$ cat src/rtl/legv8_pkg.sv
// LEGv8 R-type instruction field layout shared by the ibus encoder and the decode-side extractors.
// Also holds the encoder FSM state type and the pack/unpack helpers built on the field constants.
package legv8_pkg;

    localparam int IBUS_W    = 32;

    localparam int OPC_W     = 11;
    localparam int RM_W      = 5;
    localparam int SHAMT_W   = 6;
    localparam int RN_W      = 5;
    localparam int RD_W      = 5;

    localparam int OPC_MSB   = 31;
    localparam int OPC_LSB   = 21;
    localparam int RM_MSB    = 20;
    localparam int RM_LSB    = 16;
    localparam int SHAMT_MSB = 15;
    localparam int SHAMT_LSB = 10;
    localparam int RN_MSB    = 9;
    localparam int RN_LSB    = 5;
    localparam int RD_MSB    = 4;
    localparam int RD_LSB    = 0;

    typedef enum logic [1:0] {
        IDLE  = 2'd0,
        RUN   = 2'd1,
        DRAIN = 2'd2
    } enc_state_t;

    typedef struct packed {
        logic [OPC_W-1:0]   opcode;
        logic [RM_W-1:0]    rm;
        logic [SHAMT_W-1:0] shamt;
        logic [RN_W-1:0]    rn;
        logic [RD_W-1:0]    rd;
    } rtype_fields_t;

    function automatic logic [IBUS_W-1:0] encode_rtype(
        input logic [OPC_W-1:0]   opcode,
        input logic [RM_W-1:0]    rm,
        input logic [SHAMT_W-1:0] shamt,
        input logic [RN_W-1:0]    rn,
        input logic [RD_W-1:0]    rd
    );
        logic [IBUS_W-1:0] word;
        word                      = '0;
        word[OPC_MSB:OPC_LSB]     = opcode;
        word[RM_MSB:RM_LSB]       = rm;
        word[SHAMT_MSB:SHAMT_LSB] = shamt;
        word[RN_MSB:RN_LSB]       = rn;
        word[RD_MSB:RD_LSB]       = rd;
        return word;
    endfunction

    // Inverse of encode_rtype, used by the decode side.
    function automatic rtype_fields_t decode_rtype(input logic [IBUS_W-1:0] word);
        rtype_fields_t f;
        f.opcode = word[OPC_MSB:OPC_LSB];
        f.rm     = word[RM_MSB:RM_LSB];
        f.shamt  = word[SHAMT_MSB:SHAMT_LSB];
        f.rn     = word[RN_MSB:RN_LSB];
        f.rd     = word[RD_MSB:RD_LSB];
        return f;
    endfunction

endpackage

$ cat src/rtl/ibus_fifo.sv
// Synchronous word FIFO between the field encoder and the instruction-memory write port.
// Pointers carry one extra wrap bit so full and empty are told apart without a counter.
module ibus_fifo #(
    parameter int DEPTH = 4,
    parameter int WIDTH = 32,
    parameter int PTR_W = $clog2(DEPTH)
) (
    input  logic             clk,
    input  logic             reset_n,
    input  logic             push,
    input  logic [WIDTH-1:0] wr_data,
    input  logic             pop,
    output logic [WIDTH-1:0] rd_data,
    output logic             full,
    output logic             empty,
    output logic [PTR_W:0]   level
);

    logic [WIDTH-1:0] mem_q [DEPTH];
    logic [PTR_W:0]   wr_ptr_q, wr_ptr_d;
    logic [PTR_W:0]   rd_ptr_q, rd_ptr_d;

    always_comb begin
        wr_ptr_d = wr_ptr_q;
        rd_ptr_d = rd_ptr_q;
        if (push) begin
            wr_ptr_d = wr_ptr_q + {{PTR_W{1'b0}}, 1'b1};
        end
        if (pop) begin
            rd_ptr_d = rd_ptr_q + {{PTR_W{1'b0}}, 1'b1};
        end
    end

    always_ff @(posedge clk or negedge reset_n) begin
        if (!reset_n) begin
            wr_ptr_q <= '0;
            rd_ptr_q <= '0;
        end else begin
            wr_ptr_q <= wr_ptr_d;
            rd_ptr_q <= rd_ptr_d;
        end
    end

    // Storage is not reset; stale entries are never visible because the read port is gated by empty.
    always_ff @(posedge clk) begin
        if (push) begin
            mem_q[wr_ptr_q[PTR_W-1:0]] <= wr_data;
        end
    end

    always_comb begin
        empty   = (wr_ptr_q == rd_ptr_q);
        full    = (wr_ptr_q[PTR_W] != rd_ptr_q[PTR_W]) &&
                  (wr_ptr_q[PTR_W-1:0] == rd_ptr_q[PTR_W-1:0]);
        level   = wr_ptr_q - rd_ptr_q;
        rd_data = empty ? '0 : mem_q[rd_ptr_q[PTR_W-1:0]];
    end

endmodule

$ cat src/rtl/rtype_ibus_encoder.sv
// Packs LEGv8 R-type fields into ibus words and streams them with sequential addresses
// to the instruction-memory write port, buffering so the memory side can stall.
//
//   state | meaning
//   IDLE  | no run active; waiting for start, base address loaded on start
//   RUN   | accepting field beats and emitting words; stop moves to DRAIN
//   DRAIN | input closed; emitting remaining words, done when buffer empties
module rtype_ibus_encoder
    import legv8_pkg::*;
#(
    parameter int ADDR_W    = 32,
    parameter int DEPTH     = 4,
    parameter int ADDR_STEP = 4
) (
    input  logic               clk,
    input  logic               reset_n,
    input  logic               start,
    input  logic               stop,
    input  logic [ADDR_W-1:0]  base_addr,
    input  logic               in_valid,
    output logic               in_ready,
    input  logic [OPC_W-1:0]   in_opcode,
    input  logic [RM_W-1:0]    in_rm,
    input  logic [SHAMT_W-1:0] in_shamt,
    input  logic [RN_W-1:0]    in_rn,
    input  logic [RD_W-1:0]    in_rd,
    output logic               out_valid,
    input  logic               out_ready,
    output logic [ADDR_W-1:0]  out_addr,
    output logic [IBUS_W-1:0]  out_ibus,
    output logic [15:0]        count,
    output logic               busy,
    output logic               done
);

    localparam int               PTR_W = $clog2(DEPTH);
    localparam logic [ADDR_W-1:0] STEP = ADDR_W'(ADDR_STEP);

    enc_state_t        state_q, state_d;
    logic [ADDR_W-1:0] addr_q, addr_d;
    logic [15:0]       count_q, count_d;
    logic              done_q, done_d;

    logic              push, pop;
    logic              fifo_full, fifo_empty;
    logic [PTR_W:0]    fifo_level, level_nxt;
    logic [IBUS_W-1:0] enc_word;

    assign enc_word = encode_rtype(in_opcode, in_rm, in_shamt, in_rn, in_rd);

    ibus_fifo #(
        .DEPTH (DEPTH),
        .WIDTH (IBUS_W),
        .PTR_W (PTR_W)
    ) u_fifo (
        .clk     (clk),
        .reset_n (reset_n),
        .push    (push),
        .wr_data (enc_word),
        .pop     (pop),
        .rd_data (out_ibus),
        .full    (fifo_full),
        .empty   (fifo_empty),
        .level   (fifo_level)
    );

    always_ff @(posedge clk or negedge reset_n) begin
        if (!reset_n) begin
            state_q <= IDLE;
        end else begin
            state_q <= state_d;
        end
    end

    always_comb begin
        state_d = state_q;
        unique case (state_q)
            IDLE:    if (start)      state_d = RUN;
            RUN:     if (stop)       state_d = DRAIN;
            DRAIN:   if (fifo_empty) state_d = IDLE;
            default:                 state_d = IDLE;
        endcase
    end

    always_comb begin
        in_ready  = (state_q == RUN) && !fifo_full;
        busy      = (state_q != IDLE);
        out_valid = !fifo_empty;
        out_addr  = addr_q;
        count     = count_q;
        done      = done_q;
    end

    assign push = in_valid && in_ready;
    assign pop  = out_valid && out_ready;

    // done is precomputed so it is a flop that is high in the empty DRAIN cycle itself.
    always_comb begin
        addr_d    = addr_q;
        count_d   = count_q;
        level_nxt = fifo_level + {{PTR_W{1'b0}}, push} - {{PTR_W{1'b0}}, pop};
        if ((state_q == IDLE) && start) begin
            addr_d  = base_addr;
            count_d = '0;
        end else if (pop) begin
            addr_d  = addr_q + STEP;
            count_d = count_q + 16'd1;
        end
        done_d = (state_d == DRAIN) && (level_nxt == '0);
    end

    always_ff @(posedge clk or negedge reset_n) begin
        if (!reset_n) begin
            addr_q  <= '0;
            count_q <= '0;
            done_q  <= 1'b0;
        end else begin
            addr_q  <= addr_d;
            count_q <= count_d;
            done_q  <= done_d;
        end
    end

endmodule
$ cat config.mk
export PLATFORM = sky130hd
export DESIGN_NAME = rtype_ibus_encoder
export DESIGN_NICKNAME = d
export VERILOG_FILES = /design/src/rtl/legv8_pkg.sv /design/src/rtl/ibus_fifo.sv /design/src/rtl/rtype_ibus_encoder.sv
export SDC_FILE = /design/constraint.sdc
export NUM_CORES = 1
export LEC_CHECK = 0
export CORE_MARGIN = 2
export CORE_UTILIZATION = 40
export DETAILED_ROUTE_END_ITERATION = 7
export PLACE_DENSITY = 0.65
export SYNTH_ARGS = -nofsm -noshare
export SYNTH_HDL_FRONTEND = slang
export SYNTH_HIERARCHICAL = 1
export SYNTH_SLANG_ARGS = --single-unit
$ cat constraint.sdc
create_clock -name clk -period 7.85 [get_ports clk]
set_input_delay 1.57 -clock clk [delete_from_list [all_inputs] [get_ports clk]]
set_output_delay 1.57 -clock clk [all_outputs]
set_load 0.03 [all_outputs]
==> reports/results.ini <==
[run_status]
status=finished, final reports clean

[routing]
routed_wl_mm=17.8
via_per_inst=5.14
num_vias=4982
first_pass_iters=4
drcViolationCount=0
wl_per_cell_microns=18.3
final_antenna_net_count=0
drt_iter0_markers=232

[sta]
skew_ns=0.0155
worst_pin_slew_ns=0.982
period_minus_slack_ns=4.91
post-route-period-util_pct=62.5
hold_violations=0
relSlewSlack_pct=34.5
finalMaxSlewViolations=0
rsz0062_at_grt=false
fmax_mhz=204
setup_viol=0
setup_tns_ns=0

[worst_setup_path]
reg2reg_depth=10
critPathMaxFanout=35
cp_data_arrival_time_ns=3.34
endpoint=out_ibus[1]
path_class=register to output pin
reg2reg_to=out_addr[31]$_DFFE_PN0N_
critPathRequiredTime_ns=6.28
cp-end-kind=output pin
r2r_start=u_fifo/rd_ptr_q[1]$_DFFE_PN0P_
cp-start-kind=register
rrSetupSlack_ns=3.97
cp-startpoint=u_fifo/rd_ptr_q[1]$_DFFE_PN0P_

[cts]
cts_root_buffer=clkbuf_16
post_cts_resized=0
post_cts.repair.setup_buffers=0
cts.sinks=185
insertion_delay_ns=0.43
htreeDepth=4
hold_buffers=0
cts_tree=built
cts_made_buffers=17
clkTransAtPathRegs_ns=0.07
clockBufferDepth=2

[pwr]
powerDensity_mw_per_mm2=403
leakagePower_nw=3.65
peakVddDrop_uv=274

[floorplan]
fp.dieH_microns=146
die_w_microns=146
die_area_sq_mm=0.0213
core-area_sq_mm=0.0196
start_util_pct=41.1
ios=154
rows=51

[synthesis]
synth_simple_gate_area_share_pct=9.20
synth_seq_cells=185
netlist.top_cell.by_area=edfxtp_1
yosysWarnings=6
synth_edf_count=128
synth_cell_types=42
synth_top_family_by_area=multiplexers
synth_compound_area_share_pct=6.16
ys_top_cells_by_count=edfxtp_1, dfrtp_1, nand2_1, o21ai_0, xor2_1
yosysSeqAreaShare_pct=65.5
synthTopCellsByArea=edfxtp_1, dfrtp_1, mux4_2
synth-xor-area-share_pct=5.11
synth.most_common_cell=edfxtp_1
syn_area_sq_mm=0.00805
ys.flop_type=edfxtp_1
syn_area_per_cell_sq_um=14.9
synth_fp_nets=623
synth_fa_ha_area_share_pct=2.05
synthCells=541
muxShareOfSynthArea_pct=9.23
synthArstFlopShare_pct=30.8
synth_top_area_share_pct=47.8

[worst_hold_path]
holdCritPathClass=register to register

[placed_design]
gp_congestion=0.783
placed_area_sq_mm=0.00979
hpwlAfterDp_mm=11.5
port_buffers=153

[final_layout]
layout.nets=773
drive_above_1_share_pct=11.4
n_antenna_cell=0
area_growth_pct=28.7
multiInputGateArea_sq_mm=0.00258
seqCellArea_sq_mm=0.00527
fin_util_pct=52.9
nFillCells=1645
fin_area_sq_mm=0.0104

[global_route]
overflow=0
grt_usage_pct=16.9
grt_pass1_wl_mm=27.8
grt_max_degree=58
antenna_found_initial=1
grt_pass1_vias=5147

[flow_run]
maxCapViolCount=0

-- how the worst min path moves through the flow --
stage,start,to,slack (ns),cells past startpoint
after floorplan,u_fifo/wr_ptr_q[2]$_DFFE_PN0P_,u_fifo/wr_ptr_q[2]$_DFFE_PN0P_,0.46,1
after global placement,out_addr[0]$_DFFE_PN0P_,out_addr[0]$_DFFE_PN0P_,0.46,2
after detailed placement,out_addr[0]$_DFFE_PN0P_,out_addr[0]$_DFFE_PN0P_,0.48,2
after CTS,out_addr[1]$_DFFE_PN0P_,out_addr[1]$_DFFE_PN0P_,0.50,2
after global routing,out_addr[0]$_DFFE_PN0P_,out_addr[0]$_DFFE_PN0P_,0.52,2
final,out_addr[0]$_DFFE_PN0P_,out_addr[0]$_DFFE_PN0P_,0.49,2
-- sequential cells by signal (all words and copies together), names as in the netlist --
signal / count
u_fifo/rd_ptr_q: 3
u_fifo/mem_q: 128
out_addr: 32
count: 16
done: 1
state_q: 2
u_fifo/wr_ptr_q: 3
-- layout by cell type (no fill, tap or decap), types with 3 or more instances in the layout --
cell and instances:
buf_4 5, nand3_1 14, inv_1 12, and2_1 6, nand2_1 55, dfrtp_1 55, a21boi_1 7, ha_1 10
nand4_1 20, xor2_1 33, and4_1 3, inv_6 3, and2_2 4, mux4_1 3, clkdlybuf4s50_1 152, o21ai_0 34
edfxtp_1 128, inv_8 7, xnor2_1 13, nor2_1 20, a21boi_0 25, mux4_2 29, or3_1 6, a21oi_1 6
clkbuf_16 17, and3_1 7
-- metrics by stage --
stage / setup WS [ns] / std cells / hold slack [ns] / total power, mW
after floorplan: 4.08 / 541 / 0.462 / 2.64
after global placement: 3.46 / 937 / 0.458 / 3.33
after detailed placement: 3.38 / 937 / 0.480 / 3.38
after CTS: 2.87 / 969 / 0.497 / 4.23
after global routing: 2.71 / 969 / 0.520 / 4.40
final: 2.94 / 969 / 0.490 / 4.17
-- final cells by class --
cell class,instances,share of cell area [%]
Sequential cell,185,50.9
Tap cell,265,3.20
Inverter,12,0.435
Clock inverter,15,1.40
Clock buffer,17,4.11
Timing Repair Buffer,158,15.1
Multi-Input combinational cell,317,24.9
-- per-layer routing --
layer  global-route usage, %  wire length, microns
met1                    22.8                  8040
met2                    27.6                  8680
met3                    4.01                   921
met4                    4.71                   117
met5                       0                     0
-- cell families after synthesis --
family	after synthesis
buffers and inverters	39
adders and majority gates	12
DFF	185
xor gates and xnor gates	47
muxes	33
and+or+nand+nor	148
AOI/OAI and AO/OA	77
-- power by group --
part	internal (mW)	leakage (nW)	switching (mW)
Sequential	1.22	1.88	0.174
Clock	0.424	0.278	0.404
Combinational	0.827	1.49	1.12
Total	2.47	3.65	1.70
-- worst max-delay path, stage by stage, from the launching register on --
cell	delay, ns
dfrtp_2	0.95
inv_1	0.13
ha_1	0.31
and2_1	0.32
buf_4	0.39
a21boi_0	0.17
clkdlybuf4s50_1	0.63
(Power assumes the default switching activity.)
